**config.mk**
```make
export PLATFORM = sky130hd
export DESIGN_NAME = posit_add_sched
export DESIGN_NICKNAME = d
export VERILOG_FILES = /design/src/rtl/posit_add_sched.sv
export SDC_FILE = /design/constraint.sdc
export NUM_CORES = 1
export LEC_CHECK = 0
export ABC_AREA = 1
export BUFFER_PORTS_ARGS = -buffer_cell sky130_fd_sc_hd__clkbuf_2
export CAP_MARGIN = 20
export CORE_ASPECT_RATIO = 1.4
export CORE_MARGIN = 2
export CORE_UTILIZATION = 28
export CTS_CLUSTER_SIZE = 28
export DETAILED_ROUTE_END_ITERATION = 7
export PLACE_DENSITY = 0.57
export SYNTH_ARGS = -nofsm -noshare
export SYNTH_HDL_FRONTEND = slang
export SYNTH_SLANG_ARGS = --single-unit
```
**constraint.sdc**
```tcl
create_clock -name clk -period 4.3 [get_ports clk]
set_input_delay 0.43 -clock clk [delete_from_list [all_inputs] [get_ports clk]]
set_output_delay 0.43 -clock clk [all_outputs]
set_load 0.03 [all_outputs]
```
**src/rtl/posit_add_sched.sv**
```systemverilog
// posit_add_sched: round-robin front end that shares one posit_add (N=16, es=2)
// among NREQ requesters. Subtraction is formed by two's-complement negation of
// operand b. A single in-flight operation is tracked by tag; results land in a
// small FIFO so the consumer can backpressure. A pause/drain handshake lets the
// controller quiesce the adder between FFT stages.
// Optional build macro: POSIT_SCHED_STATS_EN enables the issue/stall counters;
// without it stat_ops_o/stat_stall_o are tied to zero.
module posit_add_sched #(
    parameter int N     = 16,
    parameter int NREQ  = 4,
    parameter int IDW   = 2,
    parameter int DEPTH = 2
) (
    input  logic                 clk,
    input  logic                 rst,
    input  logic [NREQ-1:0]      req_valid_i,
    output logic [NREQ-1:0]      req_ready_o,
    input  logic [NREQ*N-1:0]    req_a_i,
    input  logic [NREQ*N-1:0]    req_b_i,
    input  logic [NREQ-1:0]      req_sub_i,
    output logic                 add_start_o,
    output logic [N-1:0]         add_in1_o,
    output logic [N-1:0]         add_in2_o,
    input  logic [N-1:0]         add_out_i,
    input  logic                 add_done_i,
    input  logic                 add_inf_i,
    output logic                 rsp_valid_o,
    input  logic                 rsp_ready_i,
    output logic [N-1:0]         rsp_data_o,
    output logic [IDW-1:0]       rsp_id_o,
    output logic                 rsp_nar_o,
    input  logic                 pause_i,
    output logic                 pause_ack_o,
    output logic [15:0]          stat_ops_o,
    output logic [15:0]          stat_stall_o
);

    localparam int PW = (DEPTH > 1) ? $clog2(DEPTH) : 1;
    localparam int CW = $clog2(DEPTH + 1);
    localparam logic [IDW:0]  NREQ_L  = (IDW+1)'(NREQ);
    localparam logic [CW:0]   DEPTH_L = (CW+1)'(DEPTH);
    localparam logic [PW-1:0] LAST_L  = PW'(DEPTH - 1);

    typedef enum logic [1:0] {RUN, DRAIN, PAUSED} state_t;

    typedef struct packed {
        logic [N-1:0]   data;
        logic [IDW-1:0] id;
        logic           nar;
    } ent_t;

    // ---------------- per-lane operand preparation ----------------
    logic [NREQ-1:0][N-1:0] a_lane, b_lane;

    genvar gi;
    generate
        for (gi = 0; gi < NREQ; gi++) begin : g_lane
            assign a_lane[gi] = req_a_i[gi*N +: N];
            // 0 - b modulo 2^N; NaR (only the sign bit set) maps onto itself.
            assign b_lane[gi] = req_sub_i[gi] ? (N'(0) - req_b_i[gi*N +: N])
                                              : req_b_i[gi*N +: N];
        end
    endgenerate

    // ---------------- state ----------------
    state_t         state_q, state_d;
    logic [IDW-1:0] ptr_q, ptr_d;
    logic           inflight_q;
    logic [IDW-1:0] tag_q;
    logic           nar_q;
    logic [N-1:0]   in1_q, in2_q;

    ent_t           mem_q [DEPTH];
    logic [PW-1:0]  wr_q, rd_q;
    logic [CW-1:0]  count_q, count_d;
    logic           rsp_valid_q;

    // ---------------- arbitration ----------------
    logic           found;
    logic [IDW-1:0] gnt_idx;
    logic [IDW:0]   arb_sum;
    logic [IDW-1:0] arb_idx;

    // Rotating priority search starting at ptr_q, wrapping at NREQ.
    always_comb begin
        found   = 1'b0;
        gnt_idx = '0;
        arb_sum = '0;
        arb_idx = '0;
        for (int k = 0; k < NREQ; k++) begin
            arb_sum = {1'b0, ptr_q} + (IDW+1)'(k);
            if (arb_sum >= NREQ_L) arb_sum = arb_sum - NREQ_L;
            arb_idx = arb_sum[IDW-1:0];
            if (!found && req_valid_i[arb_idx]) begin
                found   = 1'b1;
                gnt_idx = arb_idx;
            end
        end
    end

    logic         pop, push, issue;
    logic [CW:0]  avail;

    assign pop   = rsp_valid_o & rsp_ready_i;
    assign push  = inflight_q;
    // Slots already committed: stored results plus the one in the adder,
    // minus the one leaving this cycle.
    assign avail = {1'b0, count_q} + (CW+1)'(inflight_q) - (CW+1)'(pop);
    // Pause wins over arbitration; reset forces all grants low.
    assign issue = found & (state_q == RUN) & ~pause_i & (avail < DEPTH_L) & ~rst;

    assign ptr_d       = (gnt_idx == IDW'(NREQ - 1)) ? '0 : gnt_idx + IDW'(1);
    assign req_ready_o = issue ? (NREQ'(1) << gnt_idx) : '0;
    assign add_start_o = issue;
    assign add_in1_o   = issue ? a_lane[gnt_idx] : in1_q;
    assign add_in2_o   = issue ? b_lane[gnt_idx] : in2_q;

    // Issue bookkeeping: pointer, tag, NaR flag, held operands, in-flight bit.
    always_ff @(posedge clk or posedge rst) begin
        if (rst) begin
            ptr_q      <= '0;
            inflight_q <= 1'b0;
            tag_q      <= '0;
            nar_q      <= 1'b0;
            in1_q      <= '0;
            in2_q      <= '0;
        end else begin
            inflight_q <= issue;
            if (issue) begin
                ptr_q <= ptr_d;
                tag_q <= gnt_idx;
                nar_q <= add_inf_i;
                in1_q <= a_lane[gnt_idx];
                in2_q <= b_lane[gnt_idx];
            end
        end
    end

    // ---------------- result FIFO ----------------
    function automatic logic [PW-1:0] ptr_inc(input logic [PW-1:0] p);
        return (p == LAST_L) ? '0 : p + PW'(1);
    endfunction

    assign count_d = count_q + CW'(push) - CW'(pop);

    // FIFO storage and pointers; the write side follows inflight_q only,
    // since the adder itself is never reset.
    always_ff @(posedge clk or posedge rst) begin
        if (rst) begin
            for (int i = 0; i < DEPTH; i++) mem_q[i] <= '0;
            wr_q        <= '0;
            rd_q        <= '0;
            count_q     <= '0;
            rsp_valid_q <= 1'b0;
        end else begin
            if (push) begin
                mem_q[wr_q] <= '{data: add_out_i, id: tag_q, nar: nar_q};
                wr_q        <= ptr_inc(wr_q);
            end
            if (pop) rd_q <= ptr_inc(rd_q);
            count_q     <= count_d;
            rsp_valid_q <= (count_d != '0);
        end
    end

    assign rsp_valid_o = rsp_valid_q;
    assign rsp_data_o  = mem_q[rd_q].data;
    assign rsp_id_o    = mem_q[rd_q].id;
    assign rsp_nar_o   = mem_q[rd_q].nar;

    // ---------------- pause / drain FSM ----------------
    // State register.
    always_ff @(posedge clk or posedge rst) begin
        if (rst) state_q <= RUN;
        else     state_q <= state_d;
    end

    // Next state: drain the adder and FIFO before acknowledging the pause.
    always_comb begin
        state_d = state_q;
        case (state_q)
            RUN:     if (pause_i) state_d = DRAIN;
            DRAIN:   if (!pause_i) state_d = RUN;
                     else if (!inflight_q && count_q == '0) state_d = PAUSED;
            PAUSED:  if (!pause_i) state_d = RUN;
            default: state_d = RUN;
        endcase
    end

    assign pause_ack_o = (state_q == PAUSED);

    // ---------------- statistics ----------------
`ifdef POSIT_SCHED_STATS_EN
    logic [15:0] ops_q, stall_q;

    // Saturating issue and stall counters.
    always_ff @(posedge clk or posedge rst) begin
        if (rst) begin
            ops_q   <= '0;
            stall_q <= '0;
        end else begin
            if (issue && ops_q != 16'hFFFF) ops_q <= ops_q + 16'd1;
            if (state_q == RUN && |req_valid_i && !issue && stall_q != 16'hFFFF)
                stall_q <= stall_q + 16'd1;
        end
    end

    assign stat_ops_o   = ops_q;
    assign stat_stall_o = stall_q;
`else
    assign stat_ops_o   = '0;
    assign stat_stall_o = '0;
`endif

    // ---------------- simulation check ----------------
`ifndef SYNTHESIS
    logic [1:0] post_rst_q;

    // Counts the first cycles after reset release, before add_done is trusted.
    always_ff @(posedge clk or posedge rst) begin
        if (rst)                     post_rst_q <= '0;
        else if (post_rst_q != 2'd2) post_rst_q <= post_rst_q + 2'd1;
    end

    a_done_tracks: assert property (@(posedge clk) disable iff (rst)
        (post_rst_q == 2'd2) |-> (add_done_i == inflight_q));
`endif

endmodule

```
==> results of run 1 <==
final cells by class:
| class | instances | area share (%) |
|---|---|---|
| multi-input combinational | 851 | 47.0 |
| sequential | 83 | 23.7 |
| timing repair buffer | 231 | 13.9 |
| inverter | 168 | 7.37 |
| tap | 324 | 4.62 |
| clock buffer | 10 | 2.61 |
| clock inverter | 6 | 0.827 |
through the flow:
| stage | utilization [%] | instances | total power [mW] |
|---|---|---|---|
| after floorplan | - | 1189 | 4.98 |
| after global placement | 32.6 | 1656 | 6.14 |
| after detailed placement | 32.6 | 1656 | 6.17 |
| after CTS | 33.8 | 1672 | 7.01 |
| after global routing | 33.9 | 1673 | 7.53 |
| final | 33.9 | 1673 | 6.90 |
placed cells by master, fill, tap and decap left out, types with 9 or more instances in the layout:
cell and count:
conb_1 32, nand2_2 12, nand3_2 30, ha_1 10
o21ai_0 62, clkbuf_2 214, xor2_1 28, buf_4 16
inv_1 162, nor2_1 54, nand4_1 59, clkbuf_16 9
dfrtp_1 83, nand3_1 85, nand2_1 445
power groups by stage:
stage | Clock [mW] | Combinational (mW) | Sequential [mW]
detailed placement | 0 | 4.86 | 1.31
finish | 0.804 | 4.80 | 1.30
CTS | 0.835 | 4.88 | 1.30
floorplan | 0 | 3.72 | 1.26
global route | 0.860 | 5.34 | 1.33
global placement | 0 | 4.84 | 1.30
state kept, by name, indices dropped and copies added (netlist names), 2 cells and up:
name,cells
in2_q,16
in1_q,16
tag_q,2
count_q,2
mem_q,38
state_q,2
ptr_q,2
kinds of logic after synthesis:
logic type	share of synthesized area [%]
AOI/OAI and AO/OA	5.06
other	0.0510
adders and majority gates	1.98
xor gates and xnor gates	3.81
DFF	28.3
and+or+nand+nor	43.7
buffers and inverters	17.1
per-layer routing:
layer | global-route usage [%] | up-vias
li1 | - | 3921
met1 | 19.7 | 3488
met2 | 32.6 | 228
met3 | 2.34 | 27
met4 | 5.22 | 0
met5 | 0 | -
worst max-delay path: stages (launching register included):
cell and delay [ns]:
dfrtp_1 0.66, nand2_1 0.13, nand2_2 0.14, nand2_1 0.08, nand2_2 0.11, nor2_8 0.05, nand3_4 0.21, buf_4 0.36
inv_1 0.09, nor2_2 0.39, ha_1 0.22, inv_1 0.04, nor2_1 0.17, clkbuf_2 0.24
worst paths after layout:
| kind | slack [ns] | depth (start not counted) | endpoint |
|---|---|---|---|
| max reg2reg | 1.49 | 14 | in2_q[15]$_DFF_PP0_ |
| min | 0.27 | 3 | wr_q$_DFFE_PP0P_ |
| max | 0.62 | 13 | req_ready_o[3] |
| max in group asynchronous | 3.04 | 4 | mem_q[27]$_DFFE_PP0P_ |
| min in group clk | 0.30 | 3 | nar_q$_DFFE_PP0P_ |
| min reg2reg | 0.48 | 2 | in1_q[13]$_DFF_PP0_ |
==> summary.md, run 1 <==
| Metric | Value |
|---|---|
| Status | completed |
| Worst-margin pin slew | 0.758 ns |
| Top-level port count | 248 |
| Clock Sink Count | 83 |
| Drt wl/cell | 14.2 um |
| CTS hold repair buffers | 0 |
| Drt first pass iters | 4 |
| Post-layout min period | 3.68 ns |
| Crit path max fanout | 25 |
| Global-route wire length before repair | 37,400 um |
| Sw frac | 57.6% |
| Antenna violations before repair | 0 |
| Max_slew headroom | 49.4% |
| Area occupied by multi-input gates | 4130 um2 |
| Pre-CTS setup slack | 0.916 ns |
| Yosys top cell by area | dfrtp_1 |
| Distinct cells, synth | 37 |
| Pwr dens | 786 nW/um2 |
| Yosys reg bits | 83 |
| EDFF count, synth | 0 |
| Placed Area | 8450 um2 |
| Max Clock Skew | 0.00927 ns |
| Area of the core | 25,900 um2 |
| Placer Congestion | 0.892 |
| Die span in x | 141 um |
| Worst Hold Class | in -> async |
| Antenna Nets Post-Route | 0 |
| Layout fillers | 2,929 |
| All-Layer GR Usage | 17.2% |
| Vias in the first global route | 7,307 |
| # port buffers | 214 |
| Sequential cell area | 2080 um2 |
| Row cnt | 70 |
| Unrepaired setup endpoints after global routing | false |
| Initial Util | 28.3% |
| Largest net degree at the start of global routing | 43 |
| Mapped Cells | 1,158 |
| Mapped Area | 7350 um2 |
| Clock share of power | 11.7% |
| Combinational Power Share | 69.6% |
| Clock latency on the worst-skew pair | 0.34 ns |
| Drt first-iter violations | 328 |
| RR Startpoint | ptr_q[0]$_DFFE_PP0P_ |
| Endpoint class of the critical path | primary output |
| Data required time at the worst endpoint | 3.87 ns |
| Top Layer Used | met4 |
| Most common cell in the netlist | nand2_1 |
| Static leakage | 5.27 nW |
| Vias | 7,664 |
| Post-CTS setup buffer count | 0 |
| Proportion of layout cells with a drive suffix above 1 | 22.6% |
| Full die area | 27,600 um2 |
| Hold_ws | 0.266 ns |
| Layout area overhead | 19.5% |
| Clock buffer count from CTS | 9 |
| HPWL after DPL | 18,600 um |
| M1 wire length | 9810 um |
| Finished Cell Area | 8780 um2 |
| Clk buf depth | 2 |
| Synth area leaders | dfrtp_1 (28%), nand2_1 (23%), inv_1 (8.3%) |
| Vias per inst | 4.58 |
| Net Sw Power | 3.97 mW |
| Die Span Y | 196 um |
| Ys async rst share | 100% |
| Final Hold Fails | 0 |
| Synth cell count leaders | nand2_1 (446), inv_1 (163), nand3_1 (85) |
| Post-CTS Resized | 0 |
| Setup TNS after final layout | 0 ns |
| Slew Viols, Final | 0 |
| Clk slew on worst S/H paths | 0.07 ns |
| Share of the synthesized area in the top cell type | 28.3% |
| CTS Root Cell | clkbuf_16 |
| H-tree levels | 3 |
| WL met2 | 12,300 um |
| Yosys Warn Count | 0 |
| Fmax | 272 MHz |
| Final Cycle Share | 85.6% |
| Post-route setup slack | 0.619 ns |
| WL final | 23,800 um |
| CP Class | reg -> out |
| N_diodes | 0 |
| Reg power frac | 18.8% |
| Residual DRC count | 0 |
| Grt total ovfl | 0 |
| Crit start category | flop |
| Final count of negative-setup-slack endpoints | 0 |
| Syn Area/Cell | 6.34 um2 |
| Internal | 2.92 mW |
| Met3 wire length | 1100 um |
| Nets | 1,513 |
| Peak VDD IR | 0.612 mV |
| WP data arrival | 3.25 ns |
| Worst Setup SP | ptr_q[0]$_DFFE_PP0P_ |
| Prevailing post-synth register cell | dfrtp_1 |
| TritonCTS clock tree | yes |
| Sequential element share of the synthesized area | 28.3% |
| Number of max-cap violations | 0 |
Note: power is estimated with default switching activity, not from simulation.
==> run 2, diff against run 1 <==
Settings changed: CTS_BUF_LIST from default to sky130_fd_sc_hd__clkbuf_4, RECOVER_POWER from default to 50.
==> summary.md, run 2 (synthesis results as in run 1) <==
| Metric | Value |
|---|---|
| Vias in the first global route | 7,272 |
| Row cnt | 70 |
| Layout area overhead | 17.0% |
| Proportion of layout cells with a drive suffix above 1 | 22.5% |
| Clk slew on worst S/H paths | 0.15 ns |
| Clk buf depth | 2 |
| Data required time at the worst endpoint | 3.87 ns |
| Area of the core | 25,900 um2 |
| Worst Setup SP | ptr_q[0]$_DFFE_PP0P_ |
| HPWL after DPL | 18,600 um |
| Final Cycle Share | 89.1% |
| Max Clock Skew | 0.0222 ns |
| Die span in x | 141 um |
| Initial Util | 28.3% |
| Global-route wire length before repair | 37,400 um |
| Residual DRC count | 0 |
| Vias | 7,638 |
| Static leakage | 5.18 nW |
| H-tree levels | 3 |
| Final count of negative-setup-slack endpoints | 0 |
| Max_slew headroom | -51.2% |
| Total power draw | 6.58 mW |
| Setup TNS after final layout | 0 ns |
| WP data arrival | 3.40 ns |
| Crit start category | flop |
| CP Class | reg -> out |
| Drt wl/cell | 14.2 um |
| RR Startpoint | ptr_q[0]$_DFFE_PP0P_ |
| Critical path, cell by cell | nand2_1 > nand2_2 > nand2_1 > nand2_2 > nor2_8 > nand3_4 > buf_4 > inv_1 > nor2_2 > ha_1 > inv_1 > nor2_1 > clkbuf_2 |
| WL final | 23,800 um |
| TritonCTS clock tree | yes |
| Endpoint class of the critical path | primary output |
| Clock latency on the worst-skew pair | 0.46 ns |
| Vias per inst | 4.56 |
| CTS hold repair buffers | 0 |
| Post-layout min period | 3.83 ns |
| Slowest stage cell, crit path | dfrtp_1 |
| Worst Hold Class | in -> reg |
| Unrepaired setup endpoints after global routing | false |
| Most frequent cells in the layout | nand2_1 (445), clkbuf_2 (215), inv_1 (162) |
| Status | complete, but fails checks |
| Hold path start | add_inf_i |
| Layout fillers | 2,953 |
| All-Layer GR Usage | 17.2% |
| Clock Sink Count | 83 |
| Failing checks | max-capacitance violations, max-slew violations |
| Final Util | 33.2% |
| Critical path's top delay family | simple AND/OR/NAND/NOR gates |
| Slew Viols, Final | 83 |
| Peak VDD IR | 0.613 mV |
| Final Hold Fails | 0 |
| R2r setup slk | 1.47 ns |
| CP bufs+invs | 4 |
| Slowest stage delay, CP | 0.69 ns |
| Full die area | 27,600 um2 |
| CTS Root Cell | clkbuf_4 |
| Grt total ovfl | 0 |
| Pwr dens | 765 nW/um2 |
| Drt first pass iters | 5 |
| Top reg by flops | mem_q |
| Placer Congestion | 0.892 |
| Clock buffer count from CTS | 9 |
| Commonest non-fill, non-tap cell in the layout | nand2_1 |
| Number of max-cap violations | 2 |
| Die Span Y | 196 um |
| Top-level port count | 248 |
| Fmax | 261 MHz |
| Worst-margin pin slew | 2.27 ns |
| Antenna violations before repair | 1 |
| # port buffers | 214 |
| Crit path max fanout | 25 |
| Hold_ws | 0.167 ns |
| Max reg flops | 38 |
| Antenna Nets Post-Route | 0 |
| Post-CTS Resized | 0 |
| Largest net degree at the start of global routing | 43 |
| Drt first-iter violations | 322 |
| Nets | 1,513 |
| Biggest regs | mem_q: 38 flops, in1_q: 16 flops, in2_q: 16 flops |
| Post-CTS setup buffer count | 0 |
-- run 2: cell types whose count changed in the layout (fill, tap and decap cells not counted) --
cell,delta
buf_16,-1
buf_4,-2
clkbuf_1,+1
clkbuf_16,-9
clkbuf_2,+1
clkbuf_4,+10
clkinv_2,-1
clkinvlp_2,+1
diode_2,+1
or2_0,+1
or2_2,-1
-- run 2: area by class of cell --
type                       count  area [um2]  area share [%]
multi-input combinational    851        4130            48.0
sequential                    83        2080            24.2
timing repair buffer         231        1190            13.8
inverter                     168         647            7.52
tap                          324         405            4.71
clock buffer                  10        75.1           0.873
clock inverter                 6        72.6           0.844
antenna                        1        2.50          0.0291
-- run 2: where the power goes --
| group | leakage [nW] | switching, mW | total, mW | internal, mW |
|---|---|---|---|---|
| Sequential | 1.01 | 0.164 | 1.29 | 1.12 |
| Clock | 0.0833 | 0.308 | 0.501 | 0.192 |
| Combinational | 4.09 | 3.46 | 4.79 | 1.33 |
-- run 2: per-layer routing --
metal	vias up	global-route usage [%]	routed length, um
met1	3476	19.7	9730
met2	224	32.6	12300
met4	0	5.04	574
met5	-	0	0
met3	21	2.64	1110
li1	3917	-	-
-- run 2: worst paths after layout --
check                                        endpoint  cells after the start
min in group asynchronous            wr_q$_DFFE_PP0P_                      3
worst max-delay path                   req_ready_o[3]                     13
worst min-delay path                nar_q$_DFFE_PP0P_                      3
max in group asynchronous       mem_q[25]$_DFFE_PP0P_                      4
worst min register to register     in1_q[8]$_DFF_PP0_                      2
worst max register to register   ptr_q[1]$_DFFE_PP0P_                     12
-- run 2: through the flow --
stage                     setup WS, ns  area, um2  instances
after floorplan                  0.581       7460       1189
after global placement           0.937       8450       1656
after detailed placement         0.916       8450       1656
after CTS                        0.353       8600       1672
after global routing             0.186       8600       1674
final                            0.468       8600       1674
-- run 2: worst min-delay path, cell delays in order --
cell and delay, ns:
clkbuf_2 0.08, nand2_1 0.04, o21ai_0 0.06
